[src/rtl/hack_cpu_ctrl_pkg.sv]
// Shared definitions for the Hack control sequencer: FSM state encoding,
// instruction field positions and a small field-extraction helper.
package hack_cpu_ctrl_pkg;

  // Sequencer states, one per phase of an instruction's life
  typedef enum logic [2:0] {
    ST_FETCH  = 3'd0,
    ST_DECODE = 3'd1,
    ST_MEMRD  = 3'd2,
    ST_EXEC   = 3'd3,
    ST_WRITE  = 3'd4,
    ST_COMMIT = 3'd5
  } state_t;

  // Instruction word field positions
  localparam int BIT_CI = 15;
  localparam int BIT_A  = 12;
  localparam int C_MSB  = 11;
  localparam int D_MSB  = 5;
  localparam int J_MSB  = 2;

  // ALU control bits zx,nx,zy,ny,f,no as one vector, MSB first
  function automatic logic [5:0] aluCtrlOf(input logic [15:0] ir);
    return ir[C_MSB -: 6];
  endfunction

endpackage

[src/rtl/hack_cpu_ctrl_decode.sv]
// Combinational instruction decoder: splits the held instruction word into
// class, operand select, ALU controls, destinations and the jump decision.
// The jump decision uses the flags captured from the ALU during execute.
module hack_cpu_ctrl_decode
  import hack_cpu_ctrl_pkg::*;
(
  input  logic [15:0] i_ir,
  input  logic        i_zr,
  input  logic        i_ng,
  output logic        o_isC,
  output logic        o_useM,
  output logic [5:0]  o_ctrl,
  output logic        o_dA,
  output logic        o_dD,
  output logic        o_dM,
  output logic        o_jump
);

  logic [2:0] w_dest;
  logic [2:0] w_jmp;
  logic       w_unusedBits;

  // Field split and jump condition; lt/eq/gt are mutually exclusive, so
  // j=111 always jumps and j=000 never does
  always_comb begin
    w_dest       = i_ir[D_MSB -: 3];
    w_jmp        = i_ir[J_MSB -: 3];
    o_isC        = i_ir[BIT_CI];
    o_useM       = i_ir[BIT_CI] & i_ir[BIT_A];
    o_ctrl       = aluCtrlOf(i_ir);
    o_dA         = o_isC & w_dest[2];
    o_dD         = o_isC & w_dest[1];
    o_dM         = o_isC & w_dest[0];
    o_jump       = o_isC & ((w_jmp[2] & i_ng) |
                            (w_jmp[1] & i_zr) |
                            (w_jmp[0] & ~i_ng & ~i_zr));
    w_unusedBits = &{1'b0, i_ir[14:13]};
  end

endmodule

[src/rtl/hack_cpu_ctrl.sv]
// Multi-cycle Hack control sequencer. Fetches instructions over the ROM
// req/ack port, drives an external combinational ALU, holds A/D/PC and
// reaches data memory over the RAM req/ack port.
module hack_cpu_ctrl
  import hack_cpu_ctrl_pkg::*;
#(
  parameter int ADDR_W   = 15,
  parameter int RESET_PC = 0
) (
  input  logic              clk,
  input  logic              reset_n,
  output logic              rom_req,
  output logic [ADDR_W-1:0] rom_addr,
  input  logic              rom_ack,
  input  logic [15:0]       rom_data,
  output logic              ram_req,
  output logic              ram_we,
  output logic [ADDR_W-1:0] ram_addr,
  output logic [15:0]       ram_wdata,
  input  logic              ram_ack,
  input  logic [15:0]       ram_rdata,
  output logic [15:0]       alu_x,
  output logic [15:0]       alu_y,
  output logic              alu_zx,
  output logic              alu_nx,
  output logic              alu_zy,
  output logic              alu_ny,
  output logic              alu_f,
  output logic              alu_no,
  input  logic [15:0]       alu_out,
  input  logic              alu_zr,
  input  logic              alu_ng,
  output logic [ADDR_W-1:0] pc,
  output logic              instr_done
);

  state_t            r_state;
  state_t            w_next;
  logic [15:0]       r_a;
  logic [15:0]       r_d;
  logic [15:0]       r_ir;
  logic [15:0]       r_m;
  logic [15:0]       r_r;
  logic              r_zr;
  logic              r_ng;
  logic [ADDR_W-1:0] r_pc;
  logic [ADDR_W-1:0] w_pcInc;
  logic              w_isC;
  logic              w_useM;
  logic [5:0]        w_ctrl;
  logic              w_dA;
  logic              w_dD;
  logic              w_dM;
  logic              w_jump;

  hack_cpu_ctrl_decode u_decode (
    .i_ir   (r_ir),
    .i_zr   (r_zr),
    .i_ng   (r_ng),
    .o_isC  (w_isC),
    .o_useM (w_useM),
    .o_ctrl (w_ctrl),
    .o_dA   (w_dA),
    .o_dD   (w_dD),
    .o_dM   (w_dM),
    .o_jump (w_jump)
  );

  assign w_pcInc = r_pc + ADDR_W'(1);

  // State register
  always_ff @(posedge clk or negedge reset_n) begin
    if (!reset_n) r_state <= ST_FETCH;
    else          r_state <= w_next;
  end

  // Next-state logic; acks only matter in the states that raise the request
  always_comb begin
    w_next = r_state;
    case (r_state)
      ST_FETCH:  if (rom_ack) w_next = ST_DECODE;
      ST_DECODE: begin
        if (!w_isC)      w_next = ST_FETCH;
        else if (w_useM) w_next = ST_MEMRD;
        else             w_next = ST_EXEC;
      end
      ST_MEMRD:  if (ram_ack) w_next = ST_EXEC;
      ST_EXEC:   w_next = w_dM ? ST_WRITE : ST_COMMIT;
      ST_WRITE:  if (ram_ack) w_next = ST_COMMIT;
      ST_COMMIT: w_next = ST_FETCH;
      default:   w_next = ST_FETCH;
    endcase
  end

  // Handshake and retire outputs; requests are gated by reset so they drop
  // the moment reset is asserted even though the reset state is FETCH
  always_comb begin
    rom_req    = reset_n & (r_state == ST_FETCH);
    ram_req    = reset_n & ((r_state == ST_MEMRD) | (r_state == ST_WRITE));
    ram_we     = reset_n & (r_state == ST_WRITE);
    instr_done = ((r_state == ST_DECODE) & ~w_isC) | (r_state == ST_COMMIT);
  end

  // Datapath towards memories and ALU; A is only updated at retire, so the
  // data address and jump target always see the pre-instruction A
  always_comb begin
    rom_addr  = r_pc;
    pc        = r_pc;
    ram_addr  = r_a[ADDR_W-1:0];
    ram_wdata = r_r;
    alu_x     = r_d;
    alu_y     = r_ir[BIT_A] ? r_m : r_a;
    {alu_zx, alu_nx, alu_zy, alu_ny, alu_f, alu_no} = w_ctrl;
  end

  // Architectural and pipeline registers, each written in its own phase
  always_ff @(posedge clk or negedge reset_n) begin
    if (!reset_n) begin
      r_a  <= '0;
      r_d  <= '0;
      r_ir <= '0;
      r_m  <= '0;
      r_r  <= '0;
      r_zr <= 1'b0;
      r_ng <= 1'b0;
      r_pc <= ADDR_W'(RESET_PC);
    end else begin
      case (r_state)
        ST_FETCH:  if (rom_ack) r_ir <= rom_data;
        ST_DECODE: begin
          if (!w_isC) begin
            r_a  <= r_ir;
            r_pc <= w_pcInc;
          end
        end
        ST_MEMRD:  if (ram_ack) r_m <= ram_rdata;
        ST_EXEC: begin
          r_r  <= alu_out;
          r_zr <= alu_zr;
          r_ng <= alu_ng;
        end
        ST_COMMIT: begin
          if (w_dA) r_a <= r_r;
          if (w_dD) r_d <= r_r;
          r_pc <= w_jump ? r_a[ADDR_W-1:0] : w_pcInc;
        end
        default: ;
      endcase
    end
  end

endmodule

[config.mk]
export PLATFORM = sky130hd
export DESIGN_NAME = hack_cpu_ctrl
export DESIGN_NICKNAME = d
export VERILOG_FILES = /design/src/rtl/hack_cpu_ctrl_pkg.sv /design/src/rtl/hack_cpu_ctrl_decode.sv /design/src/rtl/hack_cpu_ctrl.sv
export SDC_FILE = /design/constraint.sdc
export NUM_CORES = 1
export LEC_CHECK = 0
export ABC_AREA = 1
export CELL_PAD_IN_SITES_DETAIL_PLACEMENT = 1
export CELL_PAD_IN_SITES_GLOBAL_PLACEMENT = 1
export CORE_MARGIN = 4
export CORE_UTILIZATION = 31
export CTS_BUF_LIST = sky130_fd_sc_hd__clkbuf_4 sky130_fd_sc_hd__clkbuf_8
export CTS_CLUSTER_DIAMETER = 150
export DETAILED_ROUTE_END_ITERATION = 8
export PLACE_DENSITY_LB_ADDON = 0.1
export RECOVER_POWER = 25
export SLEW_MARGIN = 20
export SYNTH_ARGS = -nofsm -noshare
export SYNTH_HDL_FRONTEND = slang
export SYNTH_SLANG_ARGS = --single-unit
export TNS_END_PERCENT = 30
[constraint.sdc]
create_clock -name clk -period 1.3 [get_ports clk]
set_input_delay 0.26 -clock clk [delete_from_list [all_inputs] [get_ports clk]]
set_output_delay 0.26 -clock clk [all_outputs]
set_load 0.05 [all_outputs]
== Word-level counts from Yosys, hierarchy flattened ==
Index checks and enable logic that the tools add are counted.

* Output and inout port bits: 103
* Bits of input ports: 54
* Flip-flop bits (word level): 100

* Muxes and demuxes: 14
* Bitwise logic cells: 20
* Add/subtract/negate cells: 1
* Eq/ne operators: 10
* Reductions and logical operators: 8

{| class="wikitable"
|+ Operator list
! cell !! count
|-
| $mux W16 || 3
|-
| $pmux W16 S2 || 1
|-
| $mux W15 || 2
|-
| $pmux W15 S2 || 1
|-
| $add A15 B1 Y15 const B || 1
|-
| $pmux W3 S5 || 1
|-
| $and A1 B1 Y1 || 13
|-
| $mux W3 || 3
|-
| $ne A2 B2 Y1 const B || 4
|-
| $reduce_and A2 Y1 || 4
|-
| $eq A3 B2 Y1 const B || 2
|-
| $eq A3 B3 Y1 const B || 2
|-
| $reduce_and A3 Y1 || 2
|-
| $or A1 B1 Y1 || 4
|-
| $eq A3 B1 Y1 const B || 1
|-
| $logic_not A3 Y1 || 1
|-
| $not A1 Y1 || 3
|-
| $mux W1 || 2
|-
| $mux W2 || 1
|-
| $ne A2 B1 Y1 const B || 1
|-
| $reduce_bool A2 Y1 || 1
|}

== Longest topological paths before layout ==
Gate-level depths: netlist of the first run.

* Word-level depth: 7
* Mapped depth: 10
* Gate-level depth less buffers: 9

== By module ==
A second synthesis of the first run with hierarchy kept.

* Cell total of the unflattened synthesis: 573
* Area, all modules: 4947.2 um^2

{| class="wikitable"
|+ Modules (own cells, without submodules)
! module !! instances !! area each (um^2) !! seq. area each (um^2) !! cells an instance
|-
| hack_cpu_ctrl || 1 || 4824.6 || 2502.4 || 549
|-
| hack_cpu_ctrl_decode || 1 || 122.6 || 0.0 || 24
|}

== Least setup slack after synthesis of the first run ==
OpenSTA, ideal clock, no wires.

* Kind: register to output
* Start point: register r_ir[12]
* End point: output port alu_y[11]
* Stages on the path, launching flop included: 4
* Data required time: 1.040 ns
* Setup slack: -0.761 ns
* Arrival time: 1.801 ns
* Buffers on the path: 2
* Cells stage by stage: dfrtp_1 -> clkbuf_1 -> clkbuf_1 -> o21ai_0

* Word-level cells in the longest chain between the ends: 1

{| class="wikitable"
|+ Ends and longest elaborated chain
! item !! line !! RTL
|-
| from (decl) || hack_cpu_ctrl.sv:41 || <nowiki>logic [15:0] r_ir;</nowiki>
|-
| from (signal assigned) || hack_cpu_ctrl.sv:129 || <nowiki>ST_FETCH: if (rom_ack) r_ir <= rom_data;</nowiki>
|-
| $mux W16 || hack_cpu_ctrl.sv:112 || <nowiki>alu_y = r_ir[BIT_A] ? r_m : r_a;</nowiki>
|-
| to (decl) || hack_cpu_ctrl.sv:23 || <nowiki>output logic [15:0] alu_y,</nowiki>
|}

Every way passes these cells.

== Final worst setup path of the first run ==
* Start point: register r_state[2]
* End point: output port instr_done

* Word-level cells in the longest chain between the ends: 3

{| class="wikitable"
|+ Ends and longest elaborated chain
! item !! line !! RTL
|-
| from (decl) || hack_cpu_ctrl.sv:37 || <nowiki>state_t r_state;</nowiki>
|-
| from (signal assigned) || hack_cpu_ctrl.sv:74 || <nowiki>else r_state <= w_next;</nowiki>
|-
| $eq A3 B1 Y1 || hack_cpu_ctrl.sv:101 || <nowiki>instr_done = ((r_state == ST_DECODE) & ~w_isC) | (r_state == ST_COMMIT);</nowiki>
|-
| $and A1 B1 Y1 || hack_cpu_ctrl.sv:101 ||
|-
| $or A1 B1 Y1 (*) || hack_cpu_ctrl.sv:101 ||
|-
| to (decl) || hack_cpu_ctrl.sv:34 || <nowiki>output logic instr_done</nowiki>
|}

Every way passes the cells marked *; elsewhere a longest branch is shown, timed or not.

==> flow_metrics.tcl, run 1 <==
set metrics [dict create \
    overflow 0 \
    cts_made_buffers 9 \
    start_util 0.319 \
    fin_skew_ns 0.0116 \
    drtIter0Drc 191 \
    syn_nets 636 \
    multiInputGateArea_um2 2630 \
    setup-tns-final_ns -29.35 \
    ys_seq_elements 100 \
    rsz0062_at_grt "true" \
    crit_type "reg2out" \
    worst-endpoint-required_ns 1.04 \
    die_w_um 134 \
    failed_checks "hold timing, setup timing" \
    yosysTopAreaCellShare 0.510 \
    insertedDiodeCount 0 \
    rows 45 \
    hold_ws_ns -0.00212 \
    postSynthCellCount 581 \
    io_buffer_count 156 \
    clk_latency_ns 0.38 \
    maxCapViolCount 0 \
    ys_seq_area_frac 0.510 \
    fin_ws_ns -0.476 \
    clockRootBuffer "clkbuf_8" \
    dp_hpwl_mm 13.4 \
    fmax_mhz 563 \
    n_fill_cell 1586 \
    yosysWarningCount 0 \
    p_per_area_nw_per_um2 3090 \
    crit_path_end_kind "primary output" \
    syn_avg_cell_area_um2 8.44 \
    vdd_ir_drop_max_mv 1.46 \
    syn2layout_area_growth_pct 91.3 \
    core-area_um2 15400 \
    nNetsFinal 831 \
    outcome "complete, but fails checks" \
    r2r_start "r_state[1]" \
    pin_count 157 \
    place_congestion 0.786 \
    vias 4819 \
    grt_pass1_vias 5150 \
    grt_use_met2 0.352 \
    via_per_inst 4.86 \
    timing.final.hold_violations 1 \
    grtUsageMet1 0.248 \
    clkTransAtPathRegs_ns 0.10 \
    cp-startpoint "r_state[2]" \
    min_period_over_period 1.37 \
    cts_buffer_depth 2 \
    start_kind "flop" \
    tightest_slew_ns 0.562 \
    ff2ff_setup_slack_ns -0.38 \
    drt-total-wl_mm 19.7 \
    htree_levels 3 \
    antenna_found_initial 0 \
    tritoncts "done" \
    firstDrtPassIters 4 \
    synth_area_um2 4900 \
    cts_sinks 100 \
    relSlewSlack 0.626 \
    use_met3 0.0551 \
    r2r_end "r_a[7]" \
    grt_pass1_wl_mm 28.5 \
    drive_gt1_frac 0.466 \
    die_h_um 134 \
    yosysTopAreaCell "dfrtp_1" \
    wl_per_cell_um 19.9 \
    die_area_um2 17900 \
    ys_types 23 \
    top_usage_layer "met2" \
    power.leakage_uw 0.00418 \
    hold_path_class "in2async" \
    post-route-min-period_ns 1.78 \
    maxSlewViolCount 0 \
    rr_worst_depth 11 \
    crit_fanout 4 \
    grt_usage 0.203 \
    finalSetupViolCount 147 \
    grt_max_degree 101 \
    antenna_left 0 \
    regArea_um2 2530 \
    yosys-top-cells-area "dfrtp_1 51%, nand2_1 13%, o21ai_0 8.4%" \
    drcViolationCount 0 \
    arrival_ns 1.52 \
]
## report_power, final
| part | internal, µW | total (µW) | leakage, µW | switching [µW] |
|---|---|---|---|---|
| combinational | 9550 | 20700 | 0.00285 | 11100 |
| clock | 848 | 2000 | 0.0000965 | 1150 |
| sequential | 4580 | 6260 | 0.00123 | 1680 |
| total | 15000 | 29000 | 0.00418 | 14000 |
## how the worst max path moves through the flow
stage / slack (ns) / endpoint / depth (start not counted)
3_3_place_gp: -0.29 / r_a[2] / 7
6_report: -0.48 / instr_done / 4
5_1_grt: -0.57 / instr_done / 4
2_1_floorplan: -0.08 / pc[8] / 8
4_1_cts: -0.49 / ram_req / 7
3_5_place_dp: -0.31 / pc[1] / 6
## worst max-delay path, cell delays in order (launching register included)
cell	delay [ns]
dfrtp_2	0.47
nor3_2	0.26
nand2_2	0.14
nand2_4	0.12
buf_12	0.14
## Yosys cell counts
| cell type | instances |
|---|---|
| o22ai_1 | 1 |
| ha_1 | 1 |
| buf_2 | 8 |
| nor2_1 | 24 |
| nand3_2 | 1 |
| nand4_1 | 4 |
| a21oi_1 | 1 |
| dfrtp_1 | 100 |
| nand4_2 | 1 |
| clkbuf_1 | 15 |
| buf_4 | 30 |
| mux2_2 | 31 |
| nor2_4 | 1 |
| xnor2_1 | 1 |
| inv_1 | 55 |
| nand3b_1 | 3 |
| nor3_1 | 1 |
| nor3_2 | 2 |
| nand2_2 | 3 |
| nand3_1 | 44 |
| nand2_1 | 170 |
| o21ai_0 | 82 |
| inv_2 | 2 |
## cell usage in the layout (no fill, tap or decap), drive strengths merged
master,synthesis,layout
buf,38,178
nand2,173,175
dfrtp,100,100
o21ai,82,82
inv,57,57
clkdlybuf4s50,0,52
nand3,45,45
mux2,31,31
nor2,25,25
clkbuf,15,18
nand4,5,5
nand3b,3,3
nor3,3,3
clkinv,0,2
xnor2,1,1
a21oi,1,1
o22ai,1,1
ha,1,1
clkinvlp,0,1
## layout make-up
type | count | share of cell area
Clock buffer | 13 | 0.0177
Clock inverter | 3 | 0.00227
Inverter | 57 | 0.0239
Multi-Input combinational cell | 373 | 0.280
Sequential cell | 100 | 0.269
Tap cell | 211 | 0.0281
Timing Repair Buffer | 235 | 0.379
## cells by family (layout without fill, tap and decap cells)
family / Yosys count / in the layout / share of synthesized area
buf+inv: 110 / 308 / 0.109
flops: 100 / 100 / 0.510
simple gates: 254 / 256 / 0.219
compound gates: 84 / 84 / 0.0860
mux: 31 / 31 / 0.0712
fa+ha+maj: 1 / 1 / 0.00255
xor+xnor: 1 / 1 / 0.00179
## per-layer routing
| metal | share of wire | wire, µm |
|---|---|---|
| met5 | 0 | 0 |
| met4 | 0.023 | 450 |
| met3 | 0.061 | 1210 |
| met2 | 0.52 | 10300 |
| met1 | 0.39 | 7790 |
## flip-flops by register name (all words and copies together), names as in the netlist
signal / flops
r_a: 16
pc: 15
r_ir: 16
ram_wdata: 16
r_ng: 1
alu_x: 16
r_zr: 1
r_m: 16
r_state: 3
## metrics by stage
stage               power (µW)  instance area (µm²)  instances   util  setup slack, ns
global route             30300                 9380        992  0.610           -0.565
finish                   29000                 9380        992  0.610           -0.476
floorplan                15100                 5180        581      -          -0.0835
detailed placement       24100                 8150        944  0.530           -0.314
CTS                      27500                 8830        976  0.575           -0.486
global placement         23700                 8150        944  0.530           -0.294
## what timing repair did
action | 4_1_cts | 5_1_grt
endpoints found under the setup margin | 140 | 153
hold buffers | 0 | 0
buffers inserted | 13 | 11
gates resized for setup | 102 | 108
endpoints found under the hold margin | 0 | 0
gates cloned | 3 | 8
pin swaps | 13 | 14
No activity file was read; power rests on OpenSTA's default activity.
==> inputs of run 2 (changes only) <==
CORE_MARGIN = default   (was 4)
CORE_UTILIZATION = 30   (was 31)
CTS_BUF_LIST = sky130_fd_sc_hd__clkbuf_4 sky130_fd_sc_hd__clkbuf_8 sky130_fd_sc_hd__clkbuf_16   (was sky130_fd_sc_hd__clkbuf_4 sky130_fd_sc_hd__clkbuf_8)
GPL_ROUTABILITY_DRIVEN = 0   (was default)
==> run 2 against run 1 <==
Compared with the run above: the flow still finishes with violations (hold timing, setup timing); first-iteration DRC count increased by 6.3%; largest cell class unchanged; sequential share of layout area increased by 0.16 points; hold slack got worse by 0.027 ns; maximum frequency increased by 3.5%; final cell count increased by 0.60%; non-clock buffer count increased by 2; critical path type unchanged; critical path depth increased by 2; critical endpoint is now ram_req; combinational power decreased by 3%.
==> flow_metrics.tcl, run 2 (synthesized netlist as in run 1, its figures left out) <==
set metrics [dict create \
    arrival_ns 1.46 \
    clk_latency_ns 0.35 \
    power.leakage_uw 0.00411 \
    r2r_start "r_state[1]" \
    clkTransAtPathRegs_ns 0.07 \
    fmax_mhz 583 \
    nNetsFinal 831 \
    grt_pass1_vias 5158 \
    maxCapViolCount 0 \
    hold_path_class "in2async" \
    rows 46 \
    dp_hpwl_mm 12.8 \
    failed_checks "hold timing, setup timing" \
    min_period_over_period 1.32 \
    cp_cell_sequence "inv_2, buf_6, nor3_4, nor2_2, nor2_4, buf_12" \
    dr_wl_met2_mm 9.78 \
    pin_count 157 \
    die_h_um 130 \
    tritoncts "done" \
    cts_made_buffers 9 \
    p_per_area_nw_per_um2 3130 \
    drive_gt1_frac 0.439 \
    antenna_found_initial 1 \
    cts_buffer_depth 2 \
    top_layer_used "met4" \
    m1WireLength_mm 7.40 \
    path_buf_inv 3 \
    die_w_um 130 \
    drcViolationCount 0 \
    io_buffer_count 156 \
    timing.final.hold_violations 20 \
    hold_ws_ns -0.0295 \
    drtIter0Drc 203 \
    layout_commonest_cell "nand2_1" \
    crit_type "reg2out" \
    maxSlewViolCount 0 \
    crit_fanout 5 \
    fin_skew_ns 0.00920 \
    critical-path-max-stage-delay_ns 0.37 \
    start_util 0.308 \
    post-route-min-period_ns 1.72 \
    final_util 0.584 \
    fin_ws_ns -0.415 \
    worst-endpoint-required_ns 1.04 \
    tightest_slew_ns 0.577 \
    path_delay_family "simple AND/OR/NAND/NOR gates" \
    cp_slowest_cell "dfrtp_1" \
    antenna_left 0 \
    grt_pass1_wl_mm 27.8 \
    cts_sinks 100 \
    die_area_um2 16900 \
    syn2layout_area_growth_pct 90.0 \
    finalPower_uw 29200 \
    layout_common_cells "136 x nand2_1, 114 x buf_12, 83 x dfrtp_1, 52 x inv_1, 52 x clkdlybuf4s50_1" \
    core-area_um2 15900 \
    overflow 0 \
    htree_levels 3 \
    finalSetupViolCount 143 \
    clockRootBuffer "clkbuf_16" \
    relSlewSlack 0.615 \
    grt_usage 0.222 \
    crit_path_end_kind "primary output" \
    firstDrtPassIters 4 \
    via_per_inst 4.78 \
    outcome "complete, but fails checks" \
    rsz0062_at_grt "true" \
    wl_met3_mm 1.07 \
    drt-total-wl_mm 18.7 \
    vdd_ir_drop_max_mv 1.55 \
    vias 4767 \
    cp-startpoint "r_state[1]" \
    wl_per_cell_um 18.7 \
    start_kind "flop" \
    grt_max_degree 101 \
]
## run 2: cell type report
cell class / instances / area, µm²
inverters: 57 / 221
well taps: 216 / 270
fillers: 1681 / 6630
clock inverters: 6 / 62.6
diodes: 1 / 2.50
repair buffers: 237 / 3580
multi-input cells: 371 / 2420
flip-flops and latches: 100 / 2520
clock buffers: 10 / 233
## run 2: through the flow
step           cells  setup WS [ns]  setup TNS (ns)  hold WS (ns)  cell area (µm²)
6_report         998         -0.415          -25.75       -0.0295             9320
5_1_grt          998         -0.471          -33.71        0.0338             9320
4_1_cts          984         -0.446          -23.72        0.0211             8900
3_5_place_dp     954         -0.220          -13.31         0.403             8210
3_3_place_gp     954         -0.175           -8.49         0.397             8210
2_1_floorplan    581        -0.0835           -3.51       -0.0356             5180
## run 2: power breakdown
part	internal [µW]	switching, µW	total, µW
sequential	4590	1680	6270
clock	1520	1270	2790
combinational	9460	10700	20100
total	15600	13600	29200
## run 2: path summary, 6_finish.rpt
path	end	slack, ns	cells after the start
max	ram_req	-0.42	6
min	r_ir[1]	-0.03	2
max reg2reg	pc[12]	-0.32	11
min reg2reg	r_ng	0.52	2
max in group asynchronous	pc[3]	0.85	2
min in group clk	r_ng	0.45	3
## run 2: worst register-to-register path: stages, from the launching register on
cell and delay [ns]:
dfrtp_1 0.40, inv_2 0.11, buf_6 0.11, nand3_4 0.11
nor2_4 0.17, buf_12 0.14, buf_8 0.13, nand3_1 0.11
nand2_1 0.09, inv_1 0.05, nand2_1 0.06, nand2_1 0.05
## run 2: routing by layer
layer,up-vias,GRT usage
met5,-,0
met3,24,0.0636
met1,2378,0.263
met2,126,0.386
li1,2239,-
met4,0,0.0739
## run 2: repair_timing
action / in CTS / in global routing
resized for setup: 70 / 88
pin swaps: 11 / 17
gates cloned: 4 / 4
setup endpoints to repair: 147 / 150
hold buffers: 0 / 0
setup buffers: 11 / 10
